==> config.mk <==
export PLATFORM = sky130hd
export DESIGN_NAME = srt_r2_otfc_flat
export DESIGN_NICKNAME = d
export VERILOG_FILES = /design/src/rtl/srt_r2_otfc_if.sv /design/src/rtl/srt_r2_otfc.sv /design/src/flat_wrapper.sv
export SDC_FILE = /design/constraint.sdc
export NUM_CORES = 1
export LEC_CHECK = 0
export CORE_ASPECT_RATIO = 1.75
export CORE_MARGIN = 2
export CORE_UTILIZATION = 59
export CTS_CLUSTER_SIZE = 14
export DETAILED_ROUTE_END_ITERATION = 6
export HOLD_SLACK_MARGIN = 0.05
export PLACE_DENSITY_LB_ADDON = 0.15
export SYNTH_ARGS = -nofsm -noshare
export SYNTH_HDL_FRONTEND = slang
export SYNTH_SLANG_ARGS = --single-unit
==> constraint.sdc <==
create_clock -name clk -period 4.1 [get_ports clk]
set_input_delay 0.41 -clock clk [delete_from_list [all_inputs] [get_ports clk]]
set_output_delay 0.41 -clock clk [all_outputs]
set_load 0.03 [all_outputs]
==> src/rtl/srt_r2_otfc_if.sv <==
// srt_r2_otfc_if: digit-in / result-out bundle for the radix-2 SRT
// quotient post-processing stage. The slave modport is the stage itself;
// the master modport is the side that feeds digits and takes results.
interface srt_r2_otfc_if #(
    parameter int WIDTH = 8,
    parameter int SHW   = $clog2(WIDTH)
);
    logic             start_i;
    logic [WIDTH-1:0] d_i;
    logic [SHW-1:0]   shift_i;
    logic             digit_valid_i;
    logic [1:0]       digit_i;
    logic [WIDTH:0]   rem_i;
    logic             digit_ready_o;
    logic             res_valid_o;
    logic             res_ready_i;
    logic [WIDTH-1:0] quo_o;
    logic [WIDTH-1:0] rem_o;
    logic             err_o;

    modport slave (
        input  start_i, d_i, shift_i, digit_valid_i, digit_i, rem_i, res_ready_i,
        output digit_ready_o, res_valid_o, quo_o, rem_o, err_o
    );

    modport master (
        output start_i, d_i, shift_i, digit_valid_i, digit_i, rem_i, res_ready_i,
        input  digit_ready_o, res_valid_o, quo_o, rem_o, err_o
    );
endinterface

==> src/rtl/srt_r2_otfc.sv <==
// srt_r2_otfc: on-the-fly conversion of radix-2 SRT quotient digits into a
// binary quotient, followed by negative-remainder correction and remainder
// denormalisation. The result is held behind a valid/ready handshake.
// Optional feature macro: SRT_DIGIT_CHK_EN (sticky illegal-digit flag on err_o).
module srt_r2_otfc #(
    parameter int WIDTH = 8,
    parameter int SHW   = $clog2(WIDTH)
) (
    input  logic             clk,
    input  logic             rstn,
    srt_r2_otfc_if.slave     bus
);
    localparam int CW = $clog2(WIDTH + 1);

    typedef enum logic [1:0] {
        IDLE = 2'd0,
        CONV = 2'd1,
        CORR = 2'd2,
        HOLD = 2'd3
    } state_t;

    state_t           r_state;
    state_t           w_nextState;
    logic [WIDTH-1:0] r_q;
    logic [WIDTH-1:0] r_qm;
    logic [CW-1:0]    r_cnt;
    logic [WIDTH-1:0] r_d;
    logic [SHW-1:0]   r_shift;
    logic [WIDTH:0]   r_rem;
    logic [WIDTH-1:0] r_quo;
    logic [WIDTH-1:0] r_remOut;

    logic             w_startTake;
    logic             w_digitAcc;
    logic             w_lastDigit;
    logic             w_remNeg;
    logic [WIDTH-1:0] w_corrRem;

    // A start is honoured everywhere except HOLD, where it needs the result taken too
    assign w_startTake = bus.start_i && ((r_state != HOLD) || bus.res_ready_i);
    // A restart wins over a digit arriving in the same cycle
    assign w_digitAcc  = (r_state == CONV) && bus.digit_valid_i && !bus.start_i;
    assign w_lastDigit = w_digitAcc && (r_cnt == CW'(WIDTH - 1));

    // The low WIDTH bits of rem+d are all the denormaliser keeps, so the
    // correction add is done at WIDTH bits; the sign comes from the stored MSB
    assign w_remNeg  = r_rem[WIDTH];
    assign w_corrRem = w_remNeg ? (r_rem[WIDTH-1:0] + r_d) : r_rem[WIDTH-1:0];

    // State register
    always_ff @(posedge clk or negedge rstn) begin
        if (!rstn) begin
            r_state <= IDLE;
        end else begin
            r_state <= w_nextState;
        end
    end

    // Next-state logic: restart has priority, then digit completion / handshake
    always_comb begin
        w_nextState = r_state;
        case (r_state)
            IDLE: if (w_startTake) w_nextState = CONV;
            CONV: begin
                if (w_startTake)      w_nextState = CONV;
                else if (w_lastDigit) w_nextState = CORR;
            end
            CORR: begin
                if (w_startTake) w_nextState = CONV;
                else             w_nextState = HOLD;
            end
            HOLD: begin
                if (w_startTake)          w_nextState = CONV;
                else if (bus.res_ready_i) w_nextState = IDLE;
            end
            default: w_nextState = IDLE;
        endcase
    end

    // Handshake outputs depend on state only
    assign bus.digit_ready_o = (r_state == CONV);
    assign bus.res_valid_o   = (r_state == HOLD);
    assign bus.quo_o         = r_quo;
    assign bus.rem_o         = r_remOut;

    // Q/QM on-the-fly registers, digit counter, operand capture and result registers
    always_ff @(posedge clk or negedge rstn) begin
        if (!rstn) begin
            r_q      <= '0;
            r_qm     <= '0;
            r_cnt    <= '0;
            r_d      <= '0;
            r_shift  <= '0;
            r_rem    <= '0;
            r_quo    <= '0;
            r_remOut <= '0;
        end else if (w_startTake) begin
            r_d     <= bus.d_i;
            r_shift <= bus.shift_i;
            r_q     <= '0;
            r_qm    <= '1;
            r_cnt   <= '0;
        end else if (w_digitAcc) begin
            case (bus.digit_i)
                2'b01: begin
                    r_q  <= {r_q[WIDTH-2:0], 1'b1};
                    r_qm <= {r_q[WIDTH-2:0], 1'b0};
                end
                2'b11: begin
                    r_q  <= {r_qm[WIDTH-2:0], 1'b1};
                    r_qm <= {r_qm[WIDTH-2:0], 1'b0};
                end
                default: begin
                    r_q  <= {r_q[WIDTH-2:0], 1'b0};
                    r_qm <= {r_qm[WIDTH-2:0], 1'b1};
                end
            endcase
            r_cnt <= r_cnt + CW'(1);
            if (w_lastDigit) begin
                r_rem <= bus.rem_i;
            end
        end else if (r_state == CORR) begin
            r_quo    <= w_remNeg ? r_qm : r_q;
            r_remOut <= w_corrRem >> r_shift;
        end
    end

`ifdef SRT_DIGIT_CHK_EN
    logic r_err;

    // Sticky illegal-digit flag, cleared only by an accepted start
    always_ff @(posedge clk or negedge rstn) begin
        if (!rstn) begin
            r_err <= 1'b0;
        end else if (w_startTake) begin
            r_err <= 1'b0;
        end else if (w_digitAcc && (bus.digit_i == 2'b10)) begin
            r_err <= 1'b1;
        end
    end

    assign bus.err_o = r_err;
`else
    assign bus.err_o = 1'b0;
`endif

endmodule
==> src/flat_wrapper.sv <==
// flat-port wrapper written by rule: the top's interface ports become plain ports
module srt_r2_otfc_flat 
#(
    parameter int WIDTH = 8,
    parameter int SHW   = $clog2(WIDTH)
)
  (clk, rstn, bus_start_i, bus_d_i, bus_shift_i, bus_digit_valid_i, bus_digit_i, bus_rem_i, bus_res_ready_i, bus_digit_ready_o, bus_res_valid_o, bus_quo_o, bus_rem_o, bus_err_o);
  srt_r2_otfc_if #(.WIDTH(WIDTH), .SHW(SHW)) bus_i ();
  input  logic clk;
  input  logic rstn;
  input wire logic [$bits(bus_i.start_i)-1:0] bus_start_i;
  input wire logic [$bits(bus_i.d_i)-1:0] bus_d_i;
  input wire logic [$bits(bus_i.shift_i)-1:0] bus_shift_i;
  input wire logic [$bits(bus_i.digit_valid_i)-1:0] bus_digit_valid_i;
  input wire logic [$bits(bus_i.digit_i)-1:0] bus_digit_i;
  input wire logic [$bits(bus_i.rem_i)-1:0] bus_rem_i;
  input wire logic [$bits(bus_i.res_ready_i)-1:0] bus_res_ready_i;
  output wire logic [$bits(bus_i.digit_ready_o)-1:0] bus_digit_ready_o;
  output wire logic [$bits(bus_i.res_valid_o)-1:0] bus_res_valid_o;
  output wire logic [$bits(bus_i.quo_o)-1:0] bus_quo_o;
  output wire logic [$bits(bus_i.rem_o)-1:0] bus_rem_o;
  output wire logic [$bits(bus_i.err_o)-1:0] bus_err_o;
  assign bus_i.start_i = bus_start_i;
  assign bus_i.d_i = bus_d_i;
  assign bus_i.shift_i = bus_shift_i;
  assign bus_i.digit_valid_i = bus_digit_valid_i;
  assign bus_i.digit_i = bus_digit_i;
  assign bus_i.rem_i = bus_rem_i;
  assign bus_i.res_ready_i = bus_res_ready_i;
  assign bus_digit_ready_o = bus_i.digit_ready_o;
  assign bus_res_valid_o = bus_i.res_valid_o;
  assign bus_quo_o = bus_i.quo_o;
  assign bus_rem_o = bus_i.rem_o;
  assign bus_err_o = bus_i.err_o;
  srt_r2_otfc #(.WIDTH(WIDTH), .SHW(SHW)) u_core (.clk(clk), .rstn(rstn), .bus(bus_i));
endmodule
; After elaboration in Yosys (flattened, before gate mapping)
; Cells that the tools add are included.
[classes]
n_addsub = 2
eq_ne = 10
shift = 1
n_mux = 17
bitwise_logic = 2
n_reduce_logical = 11
[op_table]
columns = op, n
row1 = two-way mux 8 bit, 6
row2 = case mux 8 bit (2 select lines), 2
row3 = two-way mux 2 bit, 6
row4 = AND reduction 3 bit, 3
row5 = adder 8 bit, 1
row6 = two-way mux 4 bit, 2
row7 = case mux 2 bit (4 select lines), 1
row8 = >> shifter 8 x 3 -> 8 bit, 1
row9 = == test 2 bit (second input constant), 3
row10 = adder 4 x 1 -> 4 bit (second input constant), 1
row11 = == test 2 x 1 -> 1 bit (second input constant), 2
row12 = == test 4 x 3 -> 1 bit (second input constant), 1
row13 = logical AND 1 bit, 4
row14 = != test 3 x 1 -> 1 bit (second input constant), 1
row15 = != test 3 x 2 -> 1 bit (second input constant), 1
row16 = zero test 2 bit, 1
row17 = != test 2 x 1 -> 1 bit (second input constant), 1
row18 = != test 2 bit (second input constant), 1
row19 = NOT 1 bit, 2
row20 = nonzero test 2 bit, 1
row21 = zero test 1 bit, 1
row22 = logical OR 1 bit, 1
[totals]
reg_bits = 58
inputBits = 27
out_inout_bits = 19
wordCells = 52

; Longest topological paths before layout
; Gate-level depths: netlist of run 1.
[depth]
ltp_word = 7
ltp_mapped = 8
depth_no_buf = 8

; Worst setup path after synthesis of run 1
; OpenSTA, ideal clock, no wires.
[synth_timing]
path_kind = register to register
startpoint = register u_core.r_rem[1]
endpoint = register u_core.r_remOut[1], in the netlist u_core.bus.rem_o[1]
setup_time_ns = 0.086
t_arrival_ns = 2.270
required_ns = 4.014
slack_ns = 1.744
path_stages_with_launch = 9
path_buffers = 1
synth_period_minus_slack_ns = 2.356
cell_sequence = dfrtp_1 -> ha_1 -> a211o_1 -> and4_4 -> buf_6 -> o2111a_1 -> o21a_1 -> o32a_2 -> o221ai_2
[synth_between]
elab_chain_len = 3
[synth_lines]
columns = element, line
row1 = start: declaration, srt_r2_otfc.sv:29  ; logic [WIDTH:0] r_rem;
row2 = start signal: assignment, srt_r2_otfc.sv:120  ; r_rem <= bus.rem_i;
row3 = adder 8 bit, srt_r2_otfc.sv:48  ; assign w_corrRem = w_remNeg ? (r_rem[WIDTH-1:0] + r_d) : r_rem[WIDTH-1:0];
row4 = two-way mux 8 bit (*), srt_r2_otfc.sv:48
row5 = >> shifter 8 x 3 -> 8 bit (*), srt_r2_otfc.sv:124  ; r_remOut <= w_corrRem >> r_shift;
row6 = end signal: assignment, srt_r2_otfc.sv:124
row7 = end: declaration, srt_r2_otfc.sv:31  ; logic [WIDTH-1:0] r_remOut;
; Mark *: on every way between the ends. The rest lies on a longest branch, timed or not.
; A chain may end at the register's enable or synchronous reset.

; Worst setup path in the final report of run 1
[layout_timing]
startpoint = register u_core.r_rem[1]
endpoint = register u_core.r_remOut[0], in the netlist u_core.bus.rem_o[0]
; Same word-level chain as after synthesis.

==> results.md, run 1 <==
* Count of cell types in the netlist at 56
* Avg Cell Area, Syn at 9.27 µm²
* RR Endpoint: u_core.bus.rem_o[0]
* Full die area at 6130 µm²
* Unrepaired setup endpoints after global routing: false
* CTS tree: done
* Final Hold Viols at 0
* GRT Total Usage at 30.7%
* Grt ovf at 0
* Worst Path Arrival at 2.93 ns
* Die width at 60.1 µm
* Top post-synthesis cells by area: dfrtp_1, nand2_1, mux2i_1
* Max VDD drop at 0.494 mV
* Worst hold slack at 0.483 ns
* Initial antenna violation count at 0
* Per-cell routed wire length at 18.4 µm
* Die Ht at 102 µm
* Compound-Gate Fraction of Synth Area at 17.9%
* Final Cycle Share at 67.0%
* Initial Util at 61.3%
* Worst Hold Launch: u_core.bus.quo_o[3]
* Share of cells above drive strength 1 at 9.37%
* Reg area at 1450 µm²
* Core area at 5300 µm²
* Crit Path Max Fanout at 5
* Clock buffer depth at 2
* Hold path cells at 2
* Worst-skew pair later-pin latency at 0.33 ns
* RR Startpoint: u_core.r_rem[1]
* Post-synth top area cell: dfrtp_1
* First-pass GRT wire length at 13800 µm
* FF-to-FF setup slack at 1.35 ns
* Top FF cell, synth: dfrtp_1
* Static leakage at 0.00179 µW
* WP data required at 4.28 ns
* Worst-case reg-to-reg path depth at 7
* Met3 Use GR at 3.92%
* Setup violations, final at 0
* Worst rel slew slack at 32.0%
* Mux contribution to synthesized area at 10.0%
* Synth Area in Adders at 3.70%
* Grt met2 use at 53.9%
* Clk_skew at 0.0106 ns
* Post-synth EDFFs at 0
* CP startpoint kind: register
* Mapped Area at 3250 µm²
* Final Max Tran Viols at 0
* Max H-tree Level at 3
* CTS buffer count at 9
* Post-synthesis sequential area ratio at 44.7%
* Routed WL at 8640 µm
* Yosys warns at 0
* Ports at 46
* Largest net degree at the start of global routing at 42
* Clock root cell: clkbuf_8
* Asr flop ratio synth at 100%
* Simple-gate area share of the yosys netlist at 18.5%
* Worst-margin pin slew at 1.02 ns
* Max-cap violations at 0
* Post-synthesis xor/xnor area fraction at 1.35%
* DR vias/cell at 6.18
* Mapped Nets at 386
* Post-synth top area share at 44.7%
* Busiest grt layer: met2
* Cells after synthesis at 350
* DR iter-0 viols at 194
* Minimum clock period at 2.75 ns
* Post-CTS setup buffers at 0
* Hold path endpoint: u_core.bus.quo_o[3]
* Hpwl dp at 5980 µm
* WS Path Type: reg2reg
* Post-route ant nets at 0
* # fillers at 383
* Area of the multi-input gates at 1670 µm²
* Vias in the first global route at 2836
* Post-synthesis sequential element count at 58
* Largest family of logic cells by synthesized area: simple AND/OR/NAND/NOR gates
* Nets@finish at 426
* Critical Path Start: u_core.r_rem[1]
* Critical Path End Type: register
* Max Clk Rate at 364 MHz
* Clock transition at path regs at 0.07 ns
* Status: finished, final reports clean
* Residual DRC at 0
* Port bufs at 44
* P&R area growth vs syn at 22.9%
* Setup TNS at 0 ns
* Clk sink count at 58
* Placer Congestion at 0.933
* Hold Crit Class: reg2reg
* Ant diodes at 0
* Pwr per Cell Area at 371 nW/µm²
* Met1 Use GR at 34.1%
* DR pass1 iterations at 5
* Via Count at 2897
* Cell Rows at 35
-- worst max-delay path by stage --
stage | depth (start not counted) | to
floorplan | 8 | u_core.bus.rem_o[1]
global placement | 6 | u_core.bus.rem_o[1]
detailed placement | 5 | u_core.r_rem[7]
CTS | 7 | u_core.bus.rem_o[0]
global route | 6 | u_core.bus.rem_o[1]
finish | 7 | u_core.bus.rem_o[0]
-- sequential cells by signal, summed over array words and instances (netlist names) --
| register | count |
|---|---|
| u_core.bus.rem_o | 8 |
| u_core.r_q | 8 |
| u_core.r_cnt | 4 |
| u_core.bus.quo_o | 8 |
| u_core.r_state | 2 |
| u_core.r_d | 8 |
| u_core.r_rem | 9 |
| u_core.r_qm | 8 |
| u_core.r_shift | 3 |
-- layout by cell type, fill, tap and decap left out, types with 4 or more instances in the layout --
cell / count
ha_1: 8
clkdlybuf4s50_1: 43
inv_1: 9
nand3_1: 13
o21ai_0: 27
dfrtp_1: 58
nand2b_1: 6
mux2i_1: 19
a31oi_1: 13
nor2b_1: 5
nand2_1: 70
bufinv_16: 4
a21oi_1: 8
mux2_2: 10
nor3_1: 13
nor2_1: 15
o21a_1: 6
clkbuf_8: 10
-- stage by stage --
| step | util, % | cell area [µm²] | power, µW | cells | worst slack, ns |
|---|---|---|---|---|---|
| finish | 75.3 | 3990 | 1480 | 469 | 1.35 |
| global route | 75.3 | 3990 | 1530 | 469 | 1.31 |
| CTS | 75.3 | 3990 | 1480 | 469 | 1.47 |
| detailed placement | 70.1 | 3710 | 775 | 452 | 1.48 |
| global placement | 70.1 | 3710 | 772 | 452 | 1.55 |
| floorplan | - | 3250 | 709 | 350 | 1.74 |
-- layer usage --
metal / routed length [µm] / up-vias / part of all wire, %
met5: 0 / - / 0
met4: 312 / 0 / 3.6
met3: 344 / 28 / 4.0
met2: 4790 / 123 / 55
met1: 3190 / 1401 / 37
li1: - / 1345 / -
-- Yosys cell counts (all sizes together), types with 2 or more instances --
cell type  instances
a211o              3
o41ai              2
mux2i             19
xnor2              3
nand3             13
nor2              15
o2111ai            2
nor2b              5
a32o               2
clkbuf            15
nand2             70
o22ai              3
buf                4
dfrtp             58
o31a               2
o21ai             28
o221ai             3
a211oi             2
or3                3
mux2              10
xor2               2
nor3              13
inv               10
o21a               6
a21oi              8
nand2b             6
ha                 8
a31oi             13
-- critical path, stage by stage, from the launching register on --
cell and delay [ns]:
dfrtp_1 0.45, ha_1 0.33, a211o_1 0.34, a2111oi_0 0.61, o21ai_0 0.20, o21ai_0 0.34
o31a_1 0.23, a31oi_1 0.09
-- what timing repair did --
action | 4_1_cts | 5_1_grt
endpoints found under the hold margin | 17 | 0
gates resized for setup | 0 | 0
hold buffers | 1 | 0
-- cell type report --
cell class / count / share of cell area (%)
Clock inverter: 5 / 3.14
Timing Repair Buffer: 48 / 11.7
Multi-Input combinational cell: 263 / 41.9
Inverter: 10 / 0.941
Tap cell: 74 / 2.32
Clock buffer: 11 / 3.54
Sequential cell: 58 / 36.4
-- cell families after synthesis --
| group | after synthesis |
|---|---|
| compound gates | 85 |
| fa+ha+maj | 9 |
| mux | 30 |
| flops | 58 |
| simple gates | 133 |
| buf+inv | 29 |
| other cells | 1 |
| xor+xnor | 5 |
-- power breakdown --
group / switching, µW / internal (µW) / leakage [µW]
registers: 31.4 / 595 / 0.000744
logic: 80.7 / 63.5 / 0.000915
clock network: 227 / 481 / 0.000134
Note: power is estimated with default switching activity, not from simulation.
==> run 2: changes to the inputs <==
--- a/config.mk
+++ b/config.mk
@@ -7,7 +7,7 @@
 export LEC_CHECK = 0
 export CORE_ASPECT_RATIO = 1.75
 export CORE_MARGIN = 2
-export CORE_UTILIZATION = 59
+export CORE_UTILIZATION = 55
 export CTS_CLUSTER_SIZE = 14
 export DETAILED_ROUTE_END_ITERATION = 6
 export HOLD_SLACK_MARGIN = 0.05
==> constraint.sdc (replaced) <==
create_clock -name clk -period 2.6 [get_ports clk]
set_input_delay 0.26 -clock clk [delete_from_list [all_inputs] [get_ports clk]]
set_output_delay 0.26 -clock clk [all_outputs]
set_load 0.03 [all_outputs]
==> run 2 against run 1 <==
Net effect: flip-flop and latch count stayed put; critical endpoint is now u_core.bus.rem_o[1]; highest routed layer unchanged; register-to-register slack worse by 1.2 ns; first-iteration DRC count is 10% lower; sequential power is 57% higher; critical path type unchanged; clock power is 3.5% higher.
==> results.md, run 2 (synthesis gave the netlist of run 1 again) <==
* Status: finished, final reports clean (unchanged)
* Static leakage at 0.00179 µW (about the same)
* CTS buffer count at 9 (unchanged)
* # fillers at 488 (was 383)
* Worst rel slew slack at 55.2% (was 32.0%)
* Setup violations, final at 0 (unchanged)
* Residual DRC at 0 (unchanged)
* Core area at 5790 µm² (was 5300 µm²)
* FF-to-FF setup slack at 0.13 ns (was 1.35 ns)
* Grt ovf at 0 (unchanged)
* First-pass GRT wire length at 13800 µm (about the same)
* Share of cells above drive strength 1 at 11.9% (was 9.37%)
* Most frequent cells in the layout: nand2_1, dfrtp_1, clkdlybuf4s50_1 (unchanged)
* DR vias/cell at 5.94 (was 6.18)
* Critical Path End Type: register (unchanged)
* Most common cell after layout, fill and taps aside: nand2_1 (unchanged)
* WP data required at 2.85 ns (was 4.28 ns)
* Max H-tree Level at 3 (unchanged)
* Vias in the first global route at 2882 (was 2836)
* P&R area growth vs syn at 22.5% (was 22.9%)
* Worst-skew pair later-pin latency at 0.34 ns (was 0.33 ns)
* Nets@finish at 435 (was 426)
* DR iter-0 viols at 174 (was 194)
* Die width at 62.1 µm (was 60.1 µm)
* Worst-margin pin slew at 0.670 ns (was 1.02 ns)
* Hold Crit Class: in2async (was reg2reg)
* Post-route ant nets at 0 (unchanged)
* Clock root cell: clkbuf_8 (unchanged)
* GRT Total Usage at 28.4% (was 30.7%)
* Final Cycle Share at 95.0% (was 67.0%)
* Power, Total at 1950 µW (was 1480 µW)
* Die Ht at 106 µm (was 102 µm)
* Full die area at 6560 µm² (was 6130 µm²)
* Hpwl dp at 6180 µm (was 5980 µm)
* CP startpoint kind: register (unchanged)
* Clock transition at path regs at 0.07 ns (about the same)
* Top reg by flops: u_core.r_rem (unchanged)
* Per-cell routed wire length at 17.3 µm (was 18.4 µm)
* Largest net degree at the start of global routing at 34 (was 42)
* Ports at 46 (unchanged)
* Unrepaired setup endpoints after global routing: false (unchanged)
* RR Endpoint: u_core.bus.rem_o[1] (was u_core.bus.rem_o[0])
* Max VDD drop at 0.374 mV (was 0.494 mV)
* Setup TNS at 0 ns (unchanged)
* Final Max Tran Viols at 0 (unchanged)
* Clk sink count at 58 (unchanged)
* Max-cap violations at 0 (unchanged)
* Final Hold Viols at 0 (unchanged)
* Placer Congestion at 0.946 (was 0.933)
* Crit Path Max Fanout at 4 (was 5)
* Minimum clock period at 2.47 ns (was 2.75 ns)
* Initial Util at 56.1% (was 61.3%)
* Ant diodes at 0 (unchanged)
* Via Count at 2863 (was 2897)
* Port bufs at 44 (unchanged)
* CP max-delay cell: fa_1 (was a2111oi_0)
* Cell Rows at 37 (was 35)
* Clk_skew at 0.0109 ns (was 0.0106 ns)
* Max Clk Rate at 405 MHz (was 364 MHz)
* CTS tree: done (unchanged)
* Routed WL at 8360 µm (was 8640 µm)
* Max reg flops at 9 (unchanged)
* Initial antenna violation count at 0 (unchanged)
* Worst Path Arrival at 2.72 ns (was 2.93 ns)
* Pwr per Cell Area at 490 nW/µm² (was 371 nW/µm²)
* Worst-case reg-to-reg path depth at 8 (was 7)
* RR Startpoint: u_core.r_rem[0] (was u_core.r_rem[1])
* Slowest stage delay, CP at 0.42 ns (was 0.61 ns)
* WS Path Type: reg2reg (unchanged)
* Clock buffer depth at 2 (unchanged)
* Crit-path cells: ha_1 -> fa_1 -> a211oi_2 -> o21a_1 -> nand3_1 -> a32o_1 -> o32a_2 -> o221ai_2 (was ha_1 -> a211o_1 -> a2111oi_0 -> o21ai_0 -> o21ai_0 -> o31a_1 -> a31oi_1)
* DR pass1 iterations at 4 (was 5)
==> run 2: worst max-delay path by stage <==
stage	cells after the start	from	endpoint	slack, ns
6_report	8	u_core.r_rem[0]	u_core.bus.rem_o[1]	0.13
2_1_floorplan	8	u_core.r_rem[1]	u_core.bus.rem_o[1]	0.24
5_1_grt	8	u_core.r_d[1]	u_core.bus.rem_o[4]	0.001
3_5_place_dp	8	u_core.r_rem[0]	u_core.bus.rem_o[6]	0.04
4_1_cts	8	u_core.r_rem[0]	u_core.bus.rem_o[1]	0.03
3_3_place_gp	8	u_core.r_rem[0]	u_core.bus.rem_o[1]	0.12
==> run 2: cell type report <==
type	count	area [µm²]	share of cell area, %
clock inverters	5	30.0	0.755
multi-input cells	263	1680	42.3
clock buffers	11	141	3.56
inverters	10	37.5	0.944
well taps	78	97.6	2.45
flip-flops and latches	58	1450	36.5
repair buffers	57	536	13.5
==> run 2: through the flow <==
stage	utilization, %	area [µm²]	std cells	hold slack [ns]	setup WS (ns)
after floorplan	-	3250	350	-0.0356	0.244
after global placement	65.4	3780	465	0.152	0.117
after detailed placement	65.4	3780	465	0.152	0.0404
after CTS	68.5	3970	482	0.327	0.0312
after global routing	68.7	3980	482	0.340	0.000964
final	68.7	3980	482	0.322	0.130
==> run 2: layer usage <==
layer | wire length (µm) | up-vias | share of wire (%) | GRT usage [%]
met5 | 0 | - | 0 | 0
met4 | 195 | 0 | 2.3 | 11.2
met3 | 227 | 13 | 2.7 | 3.93
met2 | 4730 | 63 | 57 | 48.7
met1 | 3200 | 1435 | 38 | 34.0
li1 | - | 1352 | - | -
==> run 2: repair_timing <==
item	in CTS	in global routing
gates resized for setup	0	2
hold buffers	1	0
buffers inserted	0	0
endpoints found under the setup margin	0	7
hold endpoints to repair	9	0
==> run 2: power breakdown <==
part / internal (µW) / switching (µW)
Sequential: 939 / 44.4
Combinational: 105 / 128
Clock: 367 / 366
==> run 2: worst max-delay path: cells and delay by family, from the launching register on <==
family | cells | cell delay (ns)
compound gates | 5 | 1.24
fa+ha+maj | 2 | 0.65
flops | 1 | 0.39
simple gates | 1 | 0.10
==> run 3: changes to the inputs <==
--- a/config.mk
+++ b/config.mk
@@ -12,6 +12,7 @@
 export DETAILED_ROUTE_END_ITERATION = 6
 export HOLD_SLACK_MARGIN = 0.05
 export PLACE_DENSITY_LB_ADDON = 0.15
+export SKIP_CTS_REPAIR_TIMING = 1
 export SYNTH_ARGS = -nofsm -noshare
 export SYNTH_HDL_FRONTEND = slang
 export SYNTH_SLANG_ARGS = --single-unit
==> run 3 against run 2 <==
Net effect: combinational power is essentially flat; core utilization is the same; largest cell class unchanged; setup slack is essentially flat; count of clock-buffer cells in the layout is the same; worst hold slack gained 0.0048 ns; first-iteration DRC count shrank 8.6%; largest power group unchanged; clock power is essentially flat.
==> results.md, run 3 (synthesis gave the netlist of run 1 again) <==
* Status: finished, final reports clean (unchanged)
* Residual DRC at 0 (unchanged)
* Via Count at 2860 (was 2863)
* Post-route ant nets at 0 (unchanged)
* Final Cycle Share at 95.0% (about the same)
* DR vias/cell at 5.93 (was 5.94)
* Clock root cell: clkbuf_8 (unchanged)
* Port bufs at 44 (unchanged)
* Largest net degree at the start of global routing at 34 (unchanged)
* Slowest stage delay, CP at 0.42 ns (about the same)
* GRT Total Usage at 28.4% (unchanged)
* Initial antenna violation count at 0 (unchanged)
* Share of cells above drive strength 1 at 11.9% (unchanged)
* Ports at 46 (unchanged)
* Static leakage at 0.00179 µW (unchanged)
* Reg area at 1450 µm² (unchanged)
* Worst-margin pin slew at 0.679 ns (was 0.670 ns)
* DR iter-0 viols at 159 (was 174)
* Hold Crit Class: in2async (unchanged)
* Max-cap violations at 0 (unchanged)
* P&R area growth vs syn at 22.5% (unchanged)
* RR Startpoint: u_core.r_rem[0] (unchanged)
* Worst-skew pair later-pin latency at 0.33 ns (was 0.34 ns)
* Clock buffer depth at 2 (unchanged)
* Placer Congestion at 0.946 (unchanged)
* Unrepaired setup endpoints after global routing: false (unchanged)
* Cell Rows at 37 (unchanged)
* Minimum clock period at 2.47 ns (about the same)
* WP data required at 2.85 ns (about the same)
* Most frequent cells in the layout: nand2_1, dfrtp_1, clkdlybuf4s50_1 (unchanged)
* Clk sink count at 58 (unchanged)
* RR Endpoint: u_core.bus.rem_o[1] (unchanged)
* Top reg by flops: u_core.r_rem (unchanged)
* Crit Path Max Fanout at 4 (unchanged)
* Clock transition at path regs at 0.07 ns (about the same)
* DP Area at 3780 µm² (unchanged)
* Full die area at 6560 µm² (unchanged)
* Pwr per Cell Area at 490 nW/µm² (about the same)
* Power, Total at 1950 µW (about the same)
* DR pass1 iterations at 4 (unchanged)
* Max VDD drop at 0.373 mV (was 0.374 mV)
* Ant diodes at 0 (unchanged)
* Final Max Tran Viols at 0 (unchanged)
* Clk_skew at 0.0109 ns (about the same)
* Die width at 62.1 µm (unchanged)
* Hpwl dp at 6180 µm (unchanged)
* Worst rel slew slack at 54.6% (was 55.2%)
* Worst Path Arrival at 2.72 ns (about the same)
* Nets@finish at 435 (unchanged)
* CTS tree: done (unchanged)
* Core area at 5790 µm² (unchanged)
* Worst-case reg-to-reg path depth at 8 (unchanged)
* Die Ht at 106 µm (unchanged)
* Grt ovf at 0 (unchanged)
* WS Path Type: reg2reg (unchanged)
* CTS buffer count at 9 (unchanged)
* Setup TNS at 0 ns (unchanged)
* Area of the multi-input gates at 1680 µm² (unchanged)
* CP startpoint kind: register (unchanged)
* Per-cell routed wire length at 17.4 µm (was 17.3 µm)
* Setup violations, final at 0 (unchanged)
* # fillers at 486 (was 488)
* Vias in the first global route at 2877 (was 2882)
* Fin area at 3980 µm² (unchanged)
* Final Hold Viols at 0 (unchanged)
* Routed WL at 8380 µm (was 8360 µm)
* Critical Path End Type: register (unchanged)
* Most common cell after layout, fill and taps aside: nand2_1 (unchanged)
* Max reg flops at 9 (unchanged)
* Max Clk Rate at 405 MHz (about the same)
* CP max-delay cell: fa_1 (unchanged)
* FF-to-FF setup slack at 0.13 ns (about the same)
* First-pass GRT wire length at 13800 µm (unchanged)
* Max H-tree Level at 3 (unchanged)
* Initial Util at 56.1% (unchanged)
* Crit-path cells: ha_1 -> fa_1 -> a211oi_2 -> o21a_1 -> nand3_1 -> a32o_1 -> o32a_2 -> o221ai_2 (unchanged)
## run 3: worst max-delay path, delay by kind of cell, from the launching register on
family / cells / cell delay (ns)
compound gates: 5 / 1.23
fa+ha+maj: 2 / 0.65
flops: 1 / 0.39
simple gates: 1 / 0.11
## run 3: layer usage
| metal | up-vias | share of wire [%] | GRT usage, % |
|---|---|---|---|
| li1 | 1352 | - | - |
| met1 | 1442 | 38 | 34.0 |
| met2 | 53 | 57 | 48.7 |
| met3 | 13 | 2.2 | 3.93 |
| met4 | 0 | 2.3 | 11.2 |
| met5 | - | 0 | 0 |
## run 3: worst max path at each step
stage | depth (start not counted) | slack, ns | endpoint | startpoint
floorplan | 8 | 0.24 | u_core.bus.rem_o[1] | u_core.r_rem[1]
global placement | 8 | 0.12 | u_core.bus.rem_o[1] | u_core.r_rem[0]
detailed placement | 8 | 0.04 | u_core.bus.rem_o[6] | u_core.r_rem[0]
CTS | 8 | 0.03 | u_core.bus.rem_o[1] | u_core.r_rem[0]
global route | 8 | 0.001 | u_core.bus.rem_o[4] | u_core.r_d[1]
finish | 8 | 0.13 | u_core.bus.rem_o[1] | u_core.r_rem[0]
## run 3: through the flow
step           hold WS (ns)  std cells  setup WS [ns]  util [%]
5_1_grt               0.331        482       0.000964      68.7
4_1_cts              -0.205        481         0.0312      68.4
6_report              0.326        482          0.130      68.7
3_5_place_dp          0.152        465         0.0404      65.4
2_1_floorplan       -0.0356        350          0.244         -
3_3_place_gp          0.152        465          0.117      65.4
## run 3: cell type report
class / count / area share [%]
Timing Repair Buffer: 57 / 13.5
Sequential cell: 58 / 36.5
Clock inverter: 5 / 0.755
Multi-Input combinational cell: 263 / 42.3
Clock buffer: 11 / 3.56
Inverter: 10 / 0.944
Tap cell: 78 / 2.45
## run 3: where the power goes
group / switching (µW) / leakage (µW) / total (µW) / internal (µW)
Combinational: 128 / 0.000956 / 233 / 105
Clock: 365 / 0.0000851 / 732 / 367
Sequential: 44.1 / 0.000744 / 983 / 939
